### config.mk
export PLATFORM = sky130hd
export DESIGN_NAME = alu_share_arbiter
export DESIGN_NICKNAME = d
export VERILOG_FILES = /design/src/rtl/alu_share_arbiter.sv
export SDC_FILE = /design/constraint.sdc
export NUM_CORES = 1
export LEC_CHECK = 0
export CAP_MARGIN = 20
export CORE_MARGIN = 2
export CORE_UTILIZATION = 37
export DETAILED_ROUTE_END_ITERATION = 7
export PLACE_DENSITY = 0.76
export SYNTH_ARGS = -nofsm -noshare
export SYNTH_HDL_FRONTEND = slang
export SYNTH_SLANG_ARGS = --single-unit
### constraint.sdc
create_clock -name clk -period 2 [get_ports clk]
set_clock_uncertainty 0.05 [all_clocks]
set_input_delay 0.3 -clock clk [delete_from_list [all_inputs] [get_ports clk]]
set_output_delay 0.3 -clock clk [all_outputs]
set_load 0.02 [all_outputs]
### src/rtl/alu_share_arbiter.sv
// alu_share_arbiter
// Shares one external combinational 8-bit ALU between two requesters.
// Requests are granted round-robin. The winner's opcode and operands are
// latched, driven to the ALU for HOLD_CYCLES cycles, and then the ALU result
// is captured into that port's result register, with a one-cycle done pulse.
//
// Ports
//   clk, rst_n          clock, asynchronous active-low reset
//   req0/req1           requests, sampled only while idle
//   op0/op1 [4:0]       opcode: bit 4 = class (0 arith, 1 logic), 3:0 = code
//   a0,b0 / a1,b1 [7:0] operands, latched on acceptance
//   gnt0/gnt1           one-cycle pulse after acceptance
//   done0/done1         one-cycle pulse, matching res is valid
//   res0/res1 [7:0]     result registers, held until that port's next done
//   alu_a, alu_b [7:0]  ALU operands (zero outside EXEC)
//   alu_s1 [1:0]        ALU class select
//   alu_s2 [2:0]        ALU arithmetic code
//   alu_s3 [3:0]        ALU logic code
//   alu_o [7:0]         ALU result
//   busy                high whenever not idle
//
// state | meaning
// IDLE  | waiting for a request; arbitration happens here
// EXEC  | latched operands driven to ALU, hold counter running
// RESP  | result captured, owner's done pulse high
module alu_share_arbiter #(
   parameter int HOLD_CYCLES = 1
) (
   input  logic       clk,
   input  logic       rst_n,
   input  logic       req0,
   input  logic       req1,
   input  logic [4:0] op0,
   input  logic [4:0] op1,
   input  logic [7:0] a0,
   input  logic [7:0] b0,
   input  logic [7:0] a1,
   input  logic [7:0] b1,
   output logic       gnt0,
   output logic       gnt1,
   output logic       done0,
   output logic       done1,
   output logic [7:0] res0,
   output logic [7:0] res1,
   output logic [7:0] alu_a,
   output logic [7:0] alu_b,
   output logic [1:0] alu_s1,
   output logic [2:0] alu_s2,
   output logic [3:0] alu_s3,
   input  logic [7:0] alu_o,
   output logic       busy
);

   typedef enum logic [1:0] {IDLE, EXEC, RESP} state_t;

   localparam logic [3:0] HOLD_LOAD = 4'(HOLD_CYCLES - 1);

   state_t     state, state_nxt;
   logic       owner;
   logic       last_srv;
   logic [4:0] op_q;
   logic [7:0] a_q, b_q;
   logic [3:0] cnt;
   logic       cnt_zero;
   logic       accept;
   logic       pick1;

   assign cnt_zero = (cnt == 4'd0);

   always_ff @(posedge clk or negedge rst_n) begin
      if (!rst_n) state <= IDLE;
      else        state <= state_nxt;
   end

   always_comb begin
      state_nxt = state;
      accept    = 1'b0;
      pick1     = 1'b0;
      busy      = 1'b1;
      done0     = 1'b0;
      done1     = 1'b0;
      alu_a     = 8'd0;
      alu_b     = 8'd0;
      alu_s1    = 2'b00;
      alu_s2    = 3'd0;
      alu_s3    = 4'd0;
      case (state)
         IDLE: begin
            busy = 1'b0;
            if (req0 || req1) begin
               accept = 1'b1;
               // On a tie, the port not served last wins.
               pick1     = req1 && (!req0 || !last_srv);
               state_nxt = EXEC;
            end
         end
         EXEC: begin
            alu_a  = a_q;
            alu_b  = b_q;
            alu_s1 = {1'b0, op_q[4]};
            if (op_q[4]) alu_s3 = op_q[3:0];
            else         alu_s2 = op_q[2:0];
            if (cnt_zero) state_nxt = RESP;
         end
         RESP: begin
            done0     = !owner;
            done1     = owner;
            state_nxt = IDLE;
         end
         default: state_nxt = IDLE;
      endcase
   end

   always_ff @(posedge clk or negedge rst_n) begin
      if (!rst_n) begin
         owner    <= 1'b0;
         last_srv <= 1'b1;
         op_q     <= 5'd0;
         a_q      <= 8'd0;
         b_q      <= 8'd0;
         cnt      <= 4'd0;
         res0     <= 8'd0;
         res1     <= 8'd0;
         gnt0     <= 1'b0;
         gnt1     <= 1'b0;
      end else begin
         gnt0 <= accept && !pick1;
         gnt1 <= accept && pick1;
         if (accept) begin
            owner <= pick1;
            op_q  <= pick1 ? op1 : op0;
            a_q   <= pick1 ? a1 : a0;
            b_q   <= pick1 ? b1 : b0;
            cnt   <= HOLD_LOAD;
         end else if (state == EXEC) begin
            if (cnt_zero) begin
               last_srv <= owner;
               if (owner) res1 <= alu_o;
               else       res0 <= alu_o;
            end else begin
               cnt <= cnt - 4'd1;
            end
         end
      end
   end

endmodule
==> impl_metrics.tcl, run 1 <==
set metrics [dict create \
    rsz0062_at_grt "no" \
    whs_path_depth 2 \
    ys_seq_area_share_pct 54.71 \
    via_count 1871 \
    n_antenna_cell 0 \
    start_util_pct 38.61 \
    final_cell_mix "clkdlybuf4s50_1 (70), dfrtp_1 (46), and3_1 (26)" \
    core_area_um2 5574 \
    fin_crit_sh_pct 95.68 \
    synth_warnings 0 \
    fp-row-count 27 \
    cp_max_fo 8 \
    critPathCaptureType "register" \
    die_area_um2 6442 \
    routed_via_density 5.256 \
    grt_pass1_wl_um 9073 \
    finalSetupViolations 0 \
    p_leak_nw 1.640 \
    fin_tns_setup_ns 0 \
    ios 100 \
    total_power_mw 4.893 \
    finalCriticalPeriod_ns 1.914 \
    powerDensity_nw_per_um2 1432 \
    hold_slack_ns 0.4376 \
    insertion_delay_ns 0.30 \
    place.gp.congestion 0.8079 \
    drive_gt1_share_pct 16.55 \
    min_from "last_srv" \
    hold_path.class "reg -> reg" \
    crit_type "reg -> reg" \
    reg2reg_depth 6 \
    grt_pass1_vias 1942 \
    r2r-start "cnt[0]" \
    reg2reg_slack_ns 0.09 \
    cp.required_ns 2.14 \
    timing.fmax_mhz 522.6 \
    min_to "last_srv" \
    ir_worst_vdd_mv 0.8662 \
    grt_max_degree 26 \
    crit_path_top_delay_cell "or3b_4" \
    slew_viol_final 0 \
    cts_root_buf "clkbuf_8" \
    dr.pass1.iters 4 \
    path_cells "inv_1, ha_4, or3b_4, nor3_4, buf_12, mux2_2" \
    track_usage_pct 18.14 \
    final_common_cell "clkdlybuf4s50_1" \
    hpwlAfterDp_um 4040 \
    ant_nets 0 \
    max_cap_violations 0 \
    outcome "complete, no violations" \
    htree_levels 2 \
    clock_path_buffers 2 \
    synth_fp_nets 233 \
    startpoint_type "register" \
    nNetsFinal 338 \
    hold_violations 0 \
    avgSynthCellArea_um2 12.09 \
    tightest_slew_ns 1.024 \
    drt-wirelength-per-cell_um 15.78 \
    layout_setup_ws_ns 0.08649 \
    synthCells 178 \
    syn_to_final_growth_pct 58.78 \
    synth_seq_cells 47 \
    die_h_um 80.27 \
    reg2reg_to "res0[2]" \
    drc 0 \
    cts.sinks 47 \
    drtIter0Drc 92 \
    crit_arrival_ns 2.05 \
    wl_um 5618 \
    die_x_um 80.27 \
    yosysUniqueCellTypes 34 \
    max_stage_delay_ns 0.42 \
    numCtsBuffers 5 \
    post_cts_buffers 0 \
    relSlewSlack_pct 31.69 \
    clkTransAtPathRegs_ns 0.09 \
    final_util_pct 61.30 \
    place_ws_ns -0.005641 \
    io_buffers 98 \
    grt_overflow_total 0 \
    synth_area_um2 2152 \
    cts_tree "done" \
    antenna_found_initial 0 \
]
synthesized netlist by cell type:
cell type / count / area share [%]
inv_1: 4 / 0.70
nor4_1: 1 / 0.29
o21ai_1: 1 / 0.23
or3b_1: 1 / 0.41
and3b_1: 1 / 0.41
a21boi_0: 2 / 0.70
a221o_1: 21 / 9.8
nand3_2: 1 / 0.47
nor3b_1: 5 / 1.7
clkbuf_1: 8 / 1.4
buf_2: 3 / 0.70
a31o_2: 1 / 0.41
mux2_2: 16 / 8.4
nand2_1: 1 / 0.17
conb_1: 1 / 0.17
a21o_1: 1 / 0.35
o21ai_0: 3 / 0.70
nor2b_1: 1 / 0.29
o31ai_1: 1 / 0.35
and2_1: 18 / 5.2
nor2_1: 3 / 0.52
or2_2: 1 / 0.29
nand2b_1: 2 / 0.58
and3_1: 26 / 7.6
nand4b_1: 1 / 0.41
ha_1: 1 / 0.58
nor3_4: 1 / 0.76
o22ai_1: 1 / 0.29
buf_4: 1 / 0.35
dfrtp_1: 46 / 53
or4b_1: 1 / 0.47
dfstp_2: 1 / 1.2
nand3_1: 1 / 0.23
o221ai_1: 1 / 0.41
layer usage:
| layer | up-vias | track usage (%) | routed length (um) | share of wire [%] |
|---|---|---|---|---|
| met5 | - | 0 | 0 | 0 |
| li1 | 871 | - | - | - |
| met4 | 0 | 4.576 | 64 | 1.1 |
| met3 | 6 | 4.831 | 352 | 6.3 |
| met2 | 63 | 30.08 | 2768 | 49 |
| met1 | 931 | 23.54 | 2433 | 43 |
worst max-delay path by stage:
stage | startpoint | to | slack [ns] | cells after the start
CTS | state[0] | done1 | 0.01 | 3
floorplan | cnt[0] | res0[0] | 0.13 | 5
global placement | req1 | cnt[3] | 0.006 | 3
global route | state[1] | alu_s2[0] | 0.002 | 3
detailed placement | req1 | b_q[3] | -0.006 | 3
finish | cnt[0] | res0[2] | 0.09 | 6
stage by stage:
step / cells / area (um2)
final: 356 / 3417
after global routing: 356 / 3417
after CTS: 356 / 3401
after detailed placement: 347 / 3289
after global placement: 347 / 3289
after floorplan: 178 / 2152
critical path: cells and delay by family, from the launching register on:
| kind | cells | cell delay [ns] |
|---|---|---|
| DFF | 1 | 0.39 |
| adders and majority gates | 1 | 0.18 |
| buffers and inverters | 2 | 0.28 |
| and+or+nand+nor | 2 | 0.58 |
| muxes | 1 | 0.32 |
power breakdown:
part	internal (mW)	switching [mW]	total, mW
logic	1.26	1.18	2.44
clock network	0.499	0.315	0.814
registers	1.38	0.257	1.64
cell type report:
class                   instances  area [um2]
clock buffers                   6       72.57
clock inverters                 2       60.06
fillers                       505        2157
inverters                       4       15.01
multi-input cells             115       928.4
flip-flops and latches         47        1177
well taps                      72       90.09
repair buffers                110        1074
state kept, by name, indices dropped and copies added (netlist names):
name,cells
a_q,8
b_q,8
res0,8
res1,8
op_q,5
cnt,4
state,2
gnt0,1
gnt1,1
last_srv,1
owner,1
what timing repair did:
item	4_1_cts	5_1_grt
endpoints found under the setup margin	25	35
gates cloned	0	0
endpoints found under the hold margin	22	0
hold buffers	1	0
resized for setup	25	16
pin swaps	0	0
logic make-up after synthesis:
family          Yosys count  share of synthesized area, %
compound gates           32                         13.20
flops                    47                         54.71
simple gates             65                         19.83
fa+ha+maj                 1                        0.5813
buf+inv                  16                         3.139
other cells               1                        0.1743
mux                      16                         8.372
Note: power is estimated with default switching activity, not from simulation.
==> inputs of run 2 (changes only) <==
- CORE_UTILIZATION: 37 -> 44
- PLACE_DENSITY: 0.76 -> 0.85
- clock period: 2 -> 2.4 ns (I/O delays scaled with it)
==> run 2 against run 1 <==
- hold slack better by 0.017 ns
- final area shrank 2.6%
- wire length down 2.7%
- non-clock buffer count down 5
- critical path depth is 2 lower
- global-route usage grew 3.1 points
- power shrank 20%
- critical endpoint is now alu_s3[3]
- largest power group unchanged
==> impl_metrics.tcl, run 2 (synthesized netlist as in run 1, its figures left out) <==
set metrics [dict create \
    clock_path_buffers 2 \
    path_cells "nor2b_1, buf_6, and3_1, clkdlybuf4s50_1" \
    fp-row-count 25 \
    fillers 367 \
    p_comb_share_pct 52.1 \
    critPathCaptureType "output pin" \
    clkTransAtPathRegs_ns 0.09 \
    die_h_um 73.94 \
    p_sw_mw 1.464 \
    drive_gt1_share_pct 13.62 \
    final_common_cell "clkdlybuf4s50_1" \
    max_stage_delay_ns 0.60 \
    grt_overflow_total 0 \
    rsz0062_at_grt "no" \
    cpLargestDelayFamily "buffers and inverters" \
    insertion_delay_ns 0.29 \
    cts.sinks 47 \
    cp_max_fo 24 \
    dr.pass1.iters 4 \
    timing.fmax_mhz 434.1 \
    cts_root_buf "clkbuf_8" \
    htree_levels 2 \
    antenna_found_initial 0 \
    p_leak_nw 1.501 \
    hpwlAfterDp_um 3918 \
    grt_max_degree 30 \
    hold_violations 0 \
    clkPwrFrac_pct 12.9 \
    finalCriticalPeriod_ns 2.304 \
    core_area_um2 4723 \
    fin_tns_setup_ns 0 \
    die_area_um2 5466 \
    ir_worst_vdd_mv 0.6807 \
    crit_type "reg -> out" \
    tightest_slew_ns 0.8069 \
    numCtsBuffers 5 \
    critPathBufInv 2 \
    grt_pass1_vias 1839 \
    finalSetupViolations 0 \
    ant_nets 0 \
    max_cap_violations 0 \
    nNetsFinal 333 \
    final_util_pct 70.44 \
    post_cts_buffers 0 \
    wl_um 5469 \
    outcome "complete, no violations" \
    slew_viol_final 0 \
    cts_tree "done" \
    die_x_um 73.94 \
    place.gp.congestion 0.7784 \
    p_sw_share_pct 37.33 \
    drtIter0Drc 167 \
    via_count 1826 \
    powerDensity_nw_per_um2 1178 \
    relSlewSlack_pct 46.21 \
    ios 100 \
    startpoint_type "register" \
    fin_crit_sh_pct 95.99 \
    final_cell_mix "clkdlybuf4s50_1 (95), dfrtp_1 (45), and3_1 (26)" \
    n_antenna_cell 0 \
    grt_pass1_wl_um 8859 \
    crit_path_top_delay_cell "clkdlybuf4s50_1" \
    start_util_pct 45.56 \
    routed_via_density 5.277 \
    sequentialPowerShare_pct 35.0 \
    track_usage_pct 21.25 \
    io_buffers 98 \
    hold_slack_ns 0.4551 \
    drc 0 \
    syn_to_final_growth_pct 54.59 \
    cp.required_ns 1.99 \
    p_int_mw 2.457 \
    drt-wirelength-per-cell_um 15.81 \
    crit_arrival_ns 1.89 \
    hold_path.class "reg -> reg" \
]
-- run 2: changes by cell type in the layout (fill, tap and decap cells not counted), sizes merged --
cell,delta
buf,-5
clkinvlp,+1
clkdlybuf4s50,+25
dlygate4sd2,-20
dlygate4sd1,-1
clkbuf,-3
clkinv,+1
clkdlybuf4s15,-1
bufinv,-2
-- run 2: worst paths after layout --
check,from,to,slack [ns],cells after the start
hold reg to reg,last_srv,last_srv,0.46,2
min in group asynchronous,rst_n,res0[7],0.47,2
setup / recovery,state[1],alu_s3[3],0.1,4
hold / removal,last_srv,last_srv,0.46,2
max in group asynchronous,rst_n,last_srv,1.07,3
setup reg to reg,cnt[0],res0[6],0.31,5
-- run 2: what timing repair did --
item,CTS,global route
hold buffers,1,0
hold endpoints to repair,18,0
endpoints found under the setup margin,0,21
resized for setup,0,4
-- run 2: routing by layer --
layer | share of wire (%) | track usage, % | wire [um] | up-vias
met3 | 6.1 | 5.556 | 335 | 8
met5 | 0 | 0 | 0 | -
met2 | 51 | 36.41 | 2791 | 64
li1 | - | - | - | 865
met4 | 1.5 | 6.667 | 82 | 0
met1 | 41 | 26.39 | 2260 | 889
-- run 2: power groups by stage --
stage	clock network [mW]	logic (mW)	registers (mW)
2_1_floorplan	0	0.992	1.52
3_3_place_gp	0	2.01	1.37
3_5_place_dp	0	2.05	1.38
4_1_cts	0.517	2.06	1.37
5_1_grt	0.551	2.19	1.42
6_report	0.504	2.04	1.37
-- run 2: stage by stage --
step	instances	cell area [um2]	power [mW]	worst slack (ns)
floorplan	178	2152	2.510	0.5309
global placement	337	3208	3.385	0.3325
detailed placement	337	3208	3.438	0.3299
CTS	346	3317	3.949	0.005519
global route	346	3327	4.166	0.005284
finish	346	3327	3.921	0.09631
-- run 2: layout make-up --
cell class	count	area, um2	area share, %
flip-flops and latches	47	1179	35.43
well taps	67	83.83	2.520
multi-input cells	115	910.9	27.38
repair buffers	105	1040	31.25
inverters	4	15.01	0.4513
clock inverters	2	16.27	0.4889
clock buffers	6	82.58	2.482
-- run 2: worst min-delay path, stage by stage, from the launching register on --
cell and delay [ns]:
dfstp_2 0.38, o21ai_0 0.07, nand2_1 0.06
==> patch, RTL diff (settings of run 1) <==
Set the parameter `HOLD_CYCLES` to 0 (it was 1).
--- a/src/rtl/alu_share_arbiter.sv
+++ b/src/rtl/alu_share_arbiter.sv
@@ -24,7 +24,7 @@
 // EXEC  | latched operands driven to ALU, hold counter running
 // RESP  | result captured, owner's done pulse high
 module alu_share_arbiter #(
-   parameter int HOLD_CYCLES = 1
+   parameter int HOLD_CYCLES = 0
 ) (
    input  logic       clk,
    input  logic       rst_n,
Check against the original RTL: not equivalent (a bounded check fails within 4 cycles, from zero or initial values and one cycle with rst_n low).
==> patch against run 1 <==
Sequential share of layout area increased by 0.076 points. Final area shrank 0.22%. Synthesized area rose by 3.4%. Worst setup slack worse by 0.0052 ns. Critical path depth decreased by 2. Sequential cell count did not move. Total power down 4.1%. Via count is 1.9% lower. Fmax is 0.27% lower. Routed wire length is 0.80% higher. Largest cell class unchanged. Largest power group unchanged. Highest routed layer unchanged.
==> patch: results (changes against run 1) <==
The fraction of final layout cells with drive strength greater than 1 is 18.1% (+1.5 points). The run gives 8780 um (-3.3%) as the first-pass GRT wire length. The pin slew with the least headroom to its limit works out to 0.577 ns (-0.448 ns).

The worst-path maximum fanout works out to 21 (+13). Maximum number of pins on one net before global-route repair: 48 (+85%). For the internal power summed over all cells, the log shows 2.93 mW (-6.6%). After synthesis, the cell types taking the most area are sky130_fd_sc_hd__dfrtp_1 52%, sky130_fd_sc_hd__mux2_4 11%, sky130_fd_sc_hd__a221o_1 9.4%, sky130_fd_sc_hd__and3_1 7.9%, sky130_fd_sc_hd__and2_1 5.1%.

The count of routing violations after the opening detailed-route iteration came out at 105 (+14%). The via count of the first global-routing pass was 1,801 (-7.3%); the share of the yosys chip area belonging to registers was 52.9% (-1.8 points). The flow ran to the end, and the final reports show no timing, DRC or antenna violations.

The worst supply voltage drop on vdd was 0.646 mV (-25%); the global router's overall resource usage was 17.4% (-0.74 points). Half-perimeter wire length after placement: 4080 um (+0.94%). Counting instances in the post-synthesis netlist gives the leading cell types as 46 x sky130_fd_sc_hd__dfrtp_1, 28 x sky130_fd_sc_hd__and3_1, 21 x sky130_fd_sc_hd__a221o_1. The min-delay analysis places its worst path in the category in2async. The post-place instance area is 3360 um^2 (+2.3%), and the static power due to leakage is 1.64 nW (-0.27%). The critical path's top delay family was buffers and inverters. The run gives 496 (-1.8%) as the number of filler cells placed in the layout.

The run gives 0.758 (-6.2%) as the global placer's final weighted congestion. The post-cts repair resize count is 29 (+16%). The sum of routed wire length over all layers is 5660 um (+0.80%), and the adder and majority gate portion of the synthesized area is 1.12% (+0.54 points).

The via density per instance came out at 5.06 (-3.8%).
[patch: cell types whose count changed after synthesis, sizes merged, moves of 2 or more]
cell    change
clkbuf      +3
a31oi       +2
and3        +2
inv         +2
nor2        -2
or4         +2
[patch: cell families (layout without fill, tap and decap cells)]
kind of cell	Yosys count	after routing
other cells	1	1
mux	16	16
compound gates	32	32
flops	47	47
simple gates	64	64
fa+ha+maj	2	2
buf+inv	20	126
[patch: layer usage]
layer | up-vias | share of wire, % | wire [um] | track usage [%]
met3 | 8 | 7.7 | 435 | 4.62
li1 | 882 | - | - | -
met1 | 875 | 44 | 2480 | 24.5
met5 | - | 0 | 0 | 0
met2 | 70 | 47 | 2660 | 26.1
met4 | 0 | 1.6 | 89 | 5.59
[patch: power by group through the flow]
stage	clock network (mW)	logic (mW)	registers, mW
CTS	0.571	2.47	1.69
floorplan	0	1.25	1.84
global placement	0	2.58	1.69
detailed placement	0	2.62	1.70
finish	0.550	2.46	1.69
global route	0.618	2.66	1.74
[patch: stage by stage]
stage	power [mW]	setup WS (ns)	std cells
after floorplan	3.09	0.265	182
after global placement	4.27	0.0914	355
after detailed placement	4.32	0.0369	355
after CTS	4.72	0.00150	363
after global routing	5.02	0.000437	363
final	4.69	0.0813	363
[patch: path summary, 6_finish.rpt]
check	from	end	slack, ns
setup / recovery	state[0]	alu_b[2]	0.08
setup reg to reg	cnt[0]	res1[7]	0.16
hold / removal	rst_n	res1[2]	0.03
hold reg to reg	a_q[0]	a_q[0]	0.46
max in group asynchronous	rst_n	op_q[4]	1.48
min in group clk	a_q[0]	a_q[0]	0.46
[patch: area by class of cell]
type | count | area share (%)
inverter | 6 | 0.661
clock buffer | 5 | 2.02
tap | 75 | 2.75
sequential | 47 | 34.5
clock inverter | 3 | 0.440
multi-input combinational | 115 | 28.7
timing repair buffer | 112 | 30.9
